[src/rtl/program_loader_pkg.sv]
// Shared constants, state codes and the memory-write record for the boot loader.
package program_loader_pkg;

  localparam int DEF_MAX_WORDS   = 16;
  localparam int DEF_HOLD_CYCLES = 4;
  localparam int DEF_LEN_W       = 5;

  localparam logic [2:0] ST_IDLE  = 3'd0;
  localparam logic [2:0] ST_LOAD  = 3'd1;
  localparam logic [2:0] ST_FLUSH = 3'd2;
  localparam logic [2:0] ST_HOLD  = 3'd3;
  localparam logic [2:0] ST_RUN   = 3'd4;

  // One instruction-memory write as presented to the CPU init port.
  typedef struct packed {
    logic        en;
    logic [31:0] addr;
    logic [31:0] data;
  } init_wr_t;

  function automatic logic len_legal(input int unsigned l, input int unsigned max_w);
    return (l != 0) && (l <= max_w);
  endfunction

endpackage

[src/rtl/program_loader_if.sv]
// Host word stream (valid/ready) feeding the loader.
interface program_loader_if;
  logic        in_valid;
  logic [31:0] in_data;
  logic        in_ready;

  modport master (output in_valid, output in_data, input in_ready);
  modport slave  (input in_valid, input in_data, output in_ready);
endinterface

[src/rtl/program_loader_hold_timer.sv]
// Loadable down-counter; tc is high once the count has reached zero.
module hold_timer #(
  parameter int W = 2
) (
  input  logic         clk,
  input  logic         rst,
  input  logic         load,
  input  logic [W-1:0] load_val,
  input  logic         en,
  output logic         tc
);

  logic [W-1:0] cnt;

  always_ff @(posedge clk or negedge rst) begin
    if (!rst)                   cnt <= '0;
    else if (load)              cnt <= load_val;
    else if (en && cnt != '0)   cnt <= cnt - W'(1);
  end

  assign tc = (cnt == '0);

endmodule

[src/rtl/program_loader.sv]
// Boot sequencer: streams a program into CPU instruction memory, holds the CPU
// in reset for a fixed interval, then releases it to run from address 0.
module program_loader
  import program_loader_pkg::*;
#(
  parameter int MAX_WORDS   = DEF_MAX_WORDS,
  parameter int HOLD_CYCLES = DEF_HOLD_CYCLES,
  parameter int LEN_W       = DEF_LEN_W
) (
  input  logic             clk,
  input  logic             rst,
  input  logic             start,
  input  logic [LEN_W-1:0] len,
  program_loader_if.slave  host,
  output logic             initialize,
  output logic [31:0]      instruction_initialize_data,
  output logic [31:0]      instruction_initialize_address,
  output logic             cpu_rst,
  output logic             busy,
  output logic             done,
  output logic             error,
  output logic [LEN_W-1:0] words_loaded
);

  localparam int HT_W = (HOLD_CYCLES > 1) ? $clog2(HOLD_CYCLES) : 1;

  logic [2:0]       state;
  logic [LEN_W-1:0] len_q;
  logic [LEN_W-1:0] wl;
  logic [LEN_W-1:0] wl_next;
  init_wr_t         wr_q;
  logic             hs;
  logic             start_ok;
  logic             hold_tc;

  assign host.in_ready = (state == ST_LOAD);
  assign busy          = (state == ST_LOAD) || (state == ST_FLUSH) || (state == ST_HOLD);
  assign hs            = host.in_valid && host.in_ready;
  assign start_ok      = len_legal(32'(len), MAX_WORDS);
  assign wl_next       = wl + LEN_W'(1);

  // Timer is armed during FLUSH so HOLD lasts exactly HOLD_CYCLES cycles.
  hold_timer #(.W(HT_W)) u_hold (
    .clk      (clk),
    .rst      (rst),
    .load     (state == ST_FLUSH),
    .load_val (HT_W'(HOLD_CYCLES - 1)),
    .en       (state == ST_HOLD),
    .tc       (hold_tc)
  );

  always_ff @(posedge clk or negedge rst) begin
    if (!rst) begin
      state   <= ST_IDLE;
      cpu_rst <= 1'b1;
      wr_q    <= '0;
      done    <= 1'b0;
      error   <= 1'b0;
      wl      <= '0;
      len_q   <= '0;
    end else begin
      done  <= 1'b0;
      error <= 1'b0;
      case (state)
        ST_IDLE, ST_RUN: begin
          if (start) begin
            if (start_ok) begin
              len_q   <= len;
              wl      <= '0;
              cpu_rst <= 1'b1;
              state   <= ST_LOAD;
            end else begin
              error <= 1'b1;
            end
          end
        end
        ST_LOAD: begin
          // Without a handshake the last write is simply repeated, which is harmless.
          if (hs) begin
            wr_q  <= '{en: 1'b1, addr: 32'(wl) << 2, data: host.in_data};
            wl    <= wl_next;
            if (wl_next == len_q) state <= ST_FLUSH;
          end
        end
        ST_FLUSH: begin
          wr_q.en <= 1'b0;
          state   <= ST_HOLD;
        end
        ST_HOLD: begin
          if (hold_tc) begin
            state   <= ST_RUN;
            cpu_rst <= 1'b0;
            done    <= 1'b1;
          end
        end
        default: state <= ST_IDLE;
      endcase
    end
  end

  assign initialize                     = wr_q.en;
  assign instruction_initialize_data    = wr_q.data;
  assign instruction_initialize_address = wr_q.addr;
  assign words_loaded                   = wl;

  a_flush_single: assert property (@(posedge clk) disable iff (!rst)
    state == ST_FLUSH |=> state == ST_HOLD);
  a_wl_bound: assert property (@(posedge clk) disable iff (!rst)
    wl <= len_q);
  a_init_window: assert property (@(posedge clk) disable iff (!rst)
    initialize |-> (state == ST_LOAD || state == ST_FLUSH));

endmodule

[src/flat_wrapper.sv]
// flat-port wrapper written by rule: the top's interface ports become plain ports
module program_loader_flat import program_loader_pkg::*;
#(
  parameter int MAX_WORDS   = DEF_MAX_WORDS,
  parameter int HOLD_CYCLES = DEF_HOLD_CYCLES,
  parameter int LEN_W       = DEF_LEN_W
)
  (clk, rst, start, len, initialize, instruction_initialize_data, instruction_initialize_address, cpu_rst, busy, done, error, words_loaded, host_in_valid, host_in_data, host_in_ready);
  program_loader_if host_i ();
  input  logic clk;
  input  logic rst;
  input  logic start;
  input  logic [LEN_W-1:0] len;
  output logic initialize;
  output logic [31:0] instruction_initialize_data;
  output logic [31:0] instruction_initialize_address;
  output logic cpu_rst;
  output logic busy;
  output logic done;
  output logic error;
  output logic [LEN_W-1:0] words_loaded;
  input wire logic [$bits(host_i.in_valid)-1:0] host_in_valid;
  input wire logic [$bits(host_i.in_data)-1:0] host_in_data;
  output wire logic [$bits(host_i.in_ready)-1:0] host_in_ready;
  assign host_i.in_valid = host_in_valid;
  assign host_i.in_data = host_in_data;
  assign host_in_ready = host_i.in_ready;
  program_loader #(.MAX_WORDS(MAX_WORDS), .HOLD_CYCLES(HOLD_CYCLES), .LEN_W(LEN_W)) u_core (.clk(clk), .rst(rst), .start(start), .len(len), .host(host_i), .initialize(initialize), .instruction_initialize_data(instruction_initialize_data), .instruction_initialize_address(instruction_initialize_address), .cpu_rst(cpu_rst), .busy(busy), .done(done), .error(error), .words_loaded(words_loaded));
endmodule
[config.mk]
export PLATFORM = sky130hd
export DESIGN_NAME = program_loader_flat
export DESIGN_NICKNAME = d
export VERILOG_FILES = /design/src/rtl/program_loader_pkg.sv /design/src/rtl/program_loader_if.sv /design/src/rtl/program_loader_hold_timer.sv /design/src/rtl/program_loader.sv /design/src/flat_wrapper.sv
export SDC_FILE = /design/constraint.sdc
export NUM_CORES = 1
export LEC_CHECK = 0
export CAP_MARGIN = 20
export CORE_MARGIN = 2
export CORE_UTILIZATION = 47
export CTS_BUF_LIST = sky130_fd_sc_hd__clkbuf_8
export CTS_CLUSTER_DIAMETER = 80
export DETAILED_ROUTE_END_ITERATION = 6
export HOLD_SLACK_MARGIN = 0.02
export PLACE_DENSITY = 0.91
export SYNTH_ARGS = -nofsm -noshare
export SYNTH_HDL_FRONTEND = slang
export SYNTH_SLANG_ARGS = --single-unit
[constraint.sdc]
create_clock -name clk -period 4.58 [get_ports clk]
set_clock_uncertainty 0.1 [all_clocks]
set_input_delay 1.374 -clock clk [delete_from_list [all_inputs] [get_ports clk]]
set_output_delay 1.374 -clock clk [all_outputs]
set_load 0.1 [all_outputs]
==> flow_metrics.tcl <==
set metrics [dict create \
    status "finished, final reports clean" \
    synth_fa_ha_area_share_pct 0.9470 \
    postCtsSetupBuffers 0 \
    antenna_cells 0 \
    wirelength_mm 5.752 \
    wl_per_cell_um 12.93 \
    areaGrowthSynthToFinish_pct 36.51 \
    synth_compound_area_share_pct 6.771 \
    synthArstFlopShare_pct 100.0 \
    path_delay_family "buffers and inverters" \
    min-delay-path-class "flip-flop to flip-flop" \
    globalRoute.totalOverflow 0 \
    tightest_slew_ps 995.7 \
    synth_top_family_by_area "simple AND/OR/NAND/NOR gates" \
    vias 2180 \
    track_usage_pct 19.24 \
    syn-instance-count 287 \
    die_area_mm2 0.006238 \
    register_area_mm2 0.001403 \
    dieWidth_um 78.98 \
    fp.dieH_um 78.98 \
    portBuffers 88 \
    synth_top_cell_by_area "dfrtp_1" \
    core_area_mm2 0.005473 \
    vias_per_cell 4.899 \
    cp-end-kind "output pin" \
    crit_path_cell_trace "nand2b_1 -> nor2_1 -> clkdlybuf4s50_1" \
    netlist_area_mm2 0.002643 \
    multi_input_area_mm2 0.001079 \
    slowest_delay_ps 1140 \
    slew_headroom_pct 33.41 \
    place_hpwl_mm 4.228 \
    critPathKind "flip-flop to output pin" \
    synthSimpleGateAreaFrac_pct 24.10 \
    ys_ff_latch 56 \
    synth_warnings 0 \
    antenna_found_initial 0 \
    drtAntennaViolNets 0 \
    max_cap_viol_count 0 \
    ctsResizeCount 0 \
    num_rows 27 \
    finalCritPeriodShare_pct 80.18 \
    rsz0062_at_grt "no" \
    clk_path_buf_depth 2 \
    clk_latency_ps 290 \
    cts_sinks 56 \
    cp-start-kind "flip-flop" \
    drv_slew 0 \
    start_util_pct 48.29 \
    avgSynthCellArea_um2 9.207 \
    ys.flop_type "dfrtp_1" \
    drt_iter0_drc 135 \
    fillCellCount 460 \
    synthTopCellsByArea "dfrtp_1, nand2_1, buf_4, mux2_1, nand3_1" \
    cts_hold_buf 0 \
    cp_slowest_cell "clkdlybuf4s50_1" \
    critPathBufInv 1 \
    seq_area_frac_synth_pct 53.08 \
    cts-root-buf "clkbuf_8" \
    grt_start_max_net_pins 42 \
    hold_viol_final 0 \
    drcViolationCount 0 \
    synth_mux_area_share_pct 2.509 \
    setup_violations 0 \
    dr.pass1.iters 5 \
    pin_count 116 \
    max_freq_mhz 272.3 \
    nets 416 \
    period_needed_ps 3672 \
    cp_max_fo 9 \
    tns_ps 0 \
    timing.critical_path.arrival_ps 2200 \
    cp.required_ps 3110 \
    synth-edff-count 0 \
    ys_types 41 \
    cts_tree "yes" \
    drive_above_1_share_pct 6.434 \
    synth_xor_area_share_pct 2.557 \
    grt_pass1_wl_mm 9.494 \
    grt_pass1_vias 2086 \
    place.gp.congestion 0.7708 \
    synth_top_area_share_pct 52.08 \
    clkTransAtPathRegs_ps 90 \
    h-tree-depth 2 \
    numCtsBuffers 5 \
]
[routing by layer]
layer  wire, µm  track usage [%]  share of wire (%)  up-vias
met5          0                0                  0        -
li1           -                -                  -     1033
met4         76            5.345                1.3        0
met1       2335            22.26                 41     1058
met2       3031            36.27                 53       80
met3        308            3.409                5.4        9
[cell usage in the layout (no fill, tap or decap), types with 2 or more instances in the layout]
master / n
a21oi_1: 4
a22oi_1: 2
nand2_1: 123
ha_1: 2
nand3_1: 6
a31oi_1: 2
o21ai_1: 2
conb_1: 27
nand2b_1: 3
nor2_1: 6
nor2_2: 2
inv_1: 3
xor2_1: 3
dfrtp_1: 55
nand3b_1: 2
mux2_1: 4
buf_4: 4
a211oi_2: 2
and3_1: 2
bufinv_16: 2
nor3_1: 2
clkbuf_8: 5
clkdlybuf4s50_1: 86
o21ai_0: 5
[final cells by class]
class,instances,share of cell area [%]
repair buffers,91,24.84
flip-flops and latches,56,38.88
inverters,3,0.3122
clock inverters,2,1.665
well taps,72,2.497
multi-input cells,216,29.90
clock buffers,5,1.908
[path summary, 6_finish.rpt]
kind / from / end / slack, ps / cells past startpoint
worst max-delay path: u_core.state[0] / host_in_ready / 910 / 3
worst min-delay path: u_core.cpu_rst / u_core.cpu_rst / 360 / 2
worst max register to register: u_core.state[1] / u_core.words_loaded[2] / 2430 / 6
worst min register to register: u_core.cpu_rst / u_core.cpu_rst / 360 / 2
max in group asynchronous: rst / u_core.state[2] / 2600 / 2
min in group asynchronous: rst / u_core.done / 960 / 1
[through the flow]
step | setup slack [ps] | utilization [%] | area (µm²) | hold WS (ps) | instances
4_1_cts | 885.1 | 65.91 | 3607 | 369.1 | 445
3_5_place_dp | 1031 | 63.56 | 3478 | 354.9 | 438
2_1_floorplan | 1281 | - | 2740 | 384.2 | 313
3_3_place_gp | 1096 | 63.56 | 3478 | 350.2 | 438
6_report | 907.9 | 65.91 | 3607 | 362.7 | 445
5_1_grt | 787.3 | 65.91 | 3607 | 391.1 | 445
[registers in the layout (all words and copies together), names as in the netlist]
name / cells
u_core.done: 1
u_core.words_loaded: 5
u_core.len_q: 5
u_core.cpu_rst: 1
u_core.error: 1
u_core.instruction_initialize_address: 5
u_core.state: 3
u_core.initialize: 1
u_core.instruction_initialize_data: 32
u_core.u_hold.cnt: 2
[worst reg2reg max path, stage by stage, from the launching register on]
cell     delay, ps
dfrtp_1        450
nor3b_1        340
nand2_1        480
buf_4          400
nor2_1         110
a21oi_1         50
mux2i_1        150
[Yosys cell counts, types with 3 or more instances]
master / instances
a21oi_1: 4
buf_4: 28
clkbuf_1: 8
dfrtp_1: 55
inv_1: 3
mux2_1: 4
nand2_1: 123
nand2b_1: 3
nand3_1: 6
nor2_1: 7
o21ai_0: 5
xor2_1: 3
[kinds of logic (layout without fill, tap and decap cells)]
family | count (synthesis) | in the layout
fa+ha+maj | 2 | 2
other cells | 1 | 27
flops | 56 | 56
buf+inv | 41 | 101
simple gates | 151 | 151
compound gates | 24 | 24
mux | 6 | 6
xor+xnor | 6 | 6
Power is not shown: default switching activity piles up to over one toggle a cycle in this logic, so the estimate is an artifact.
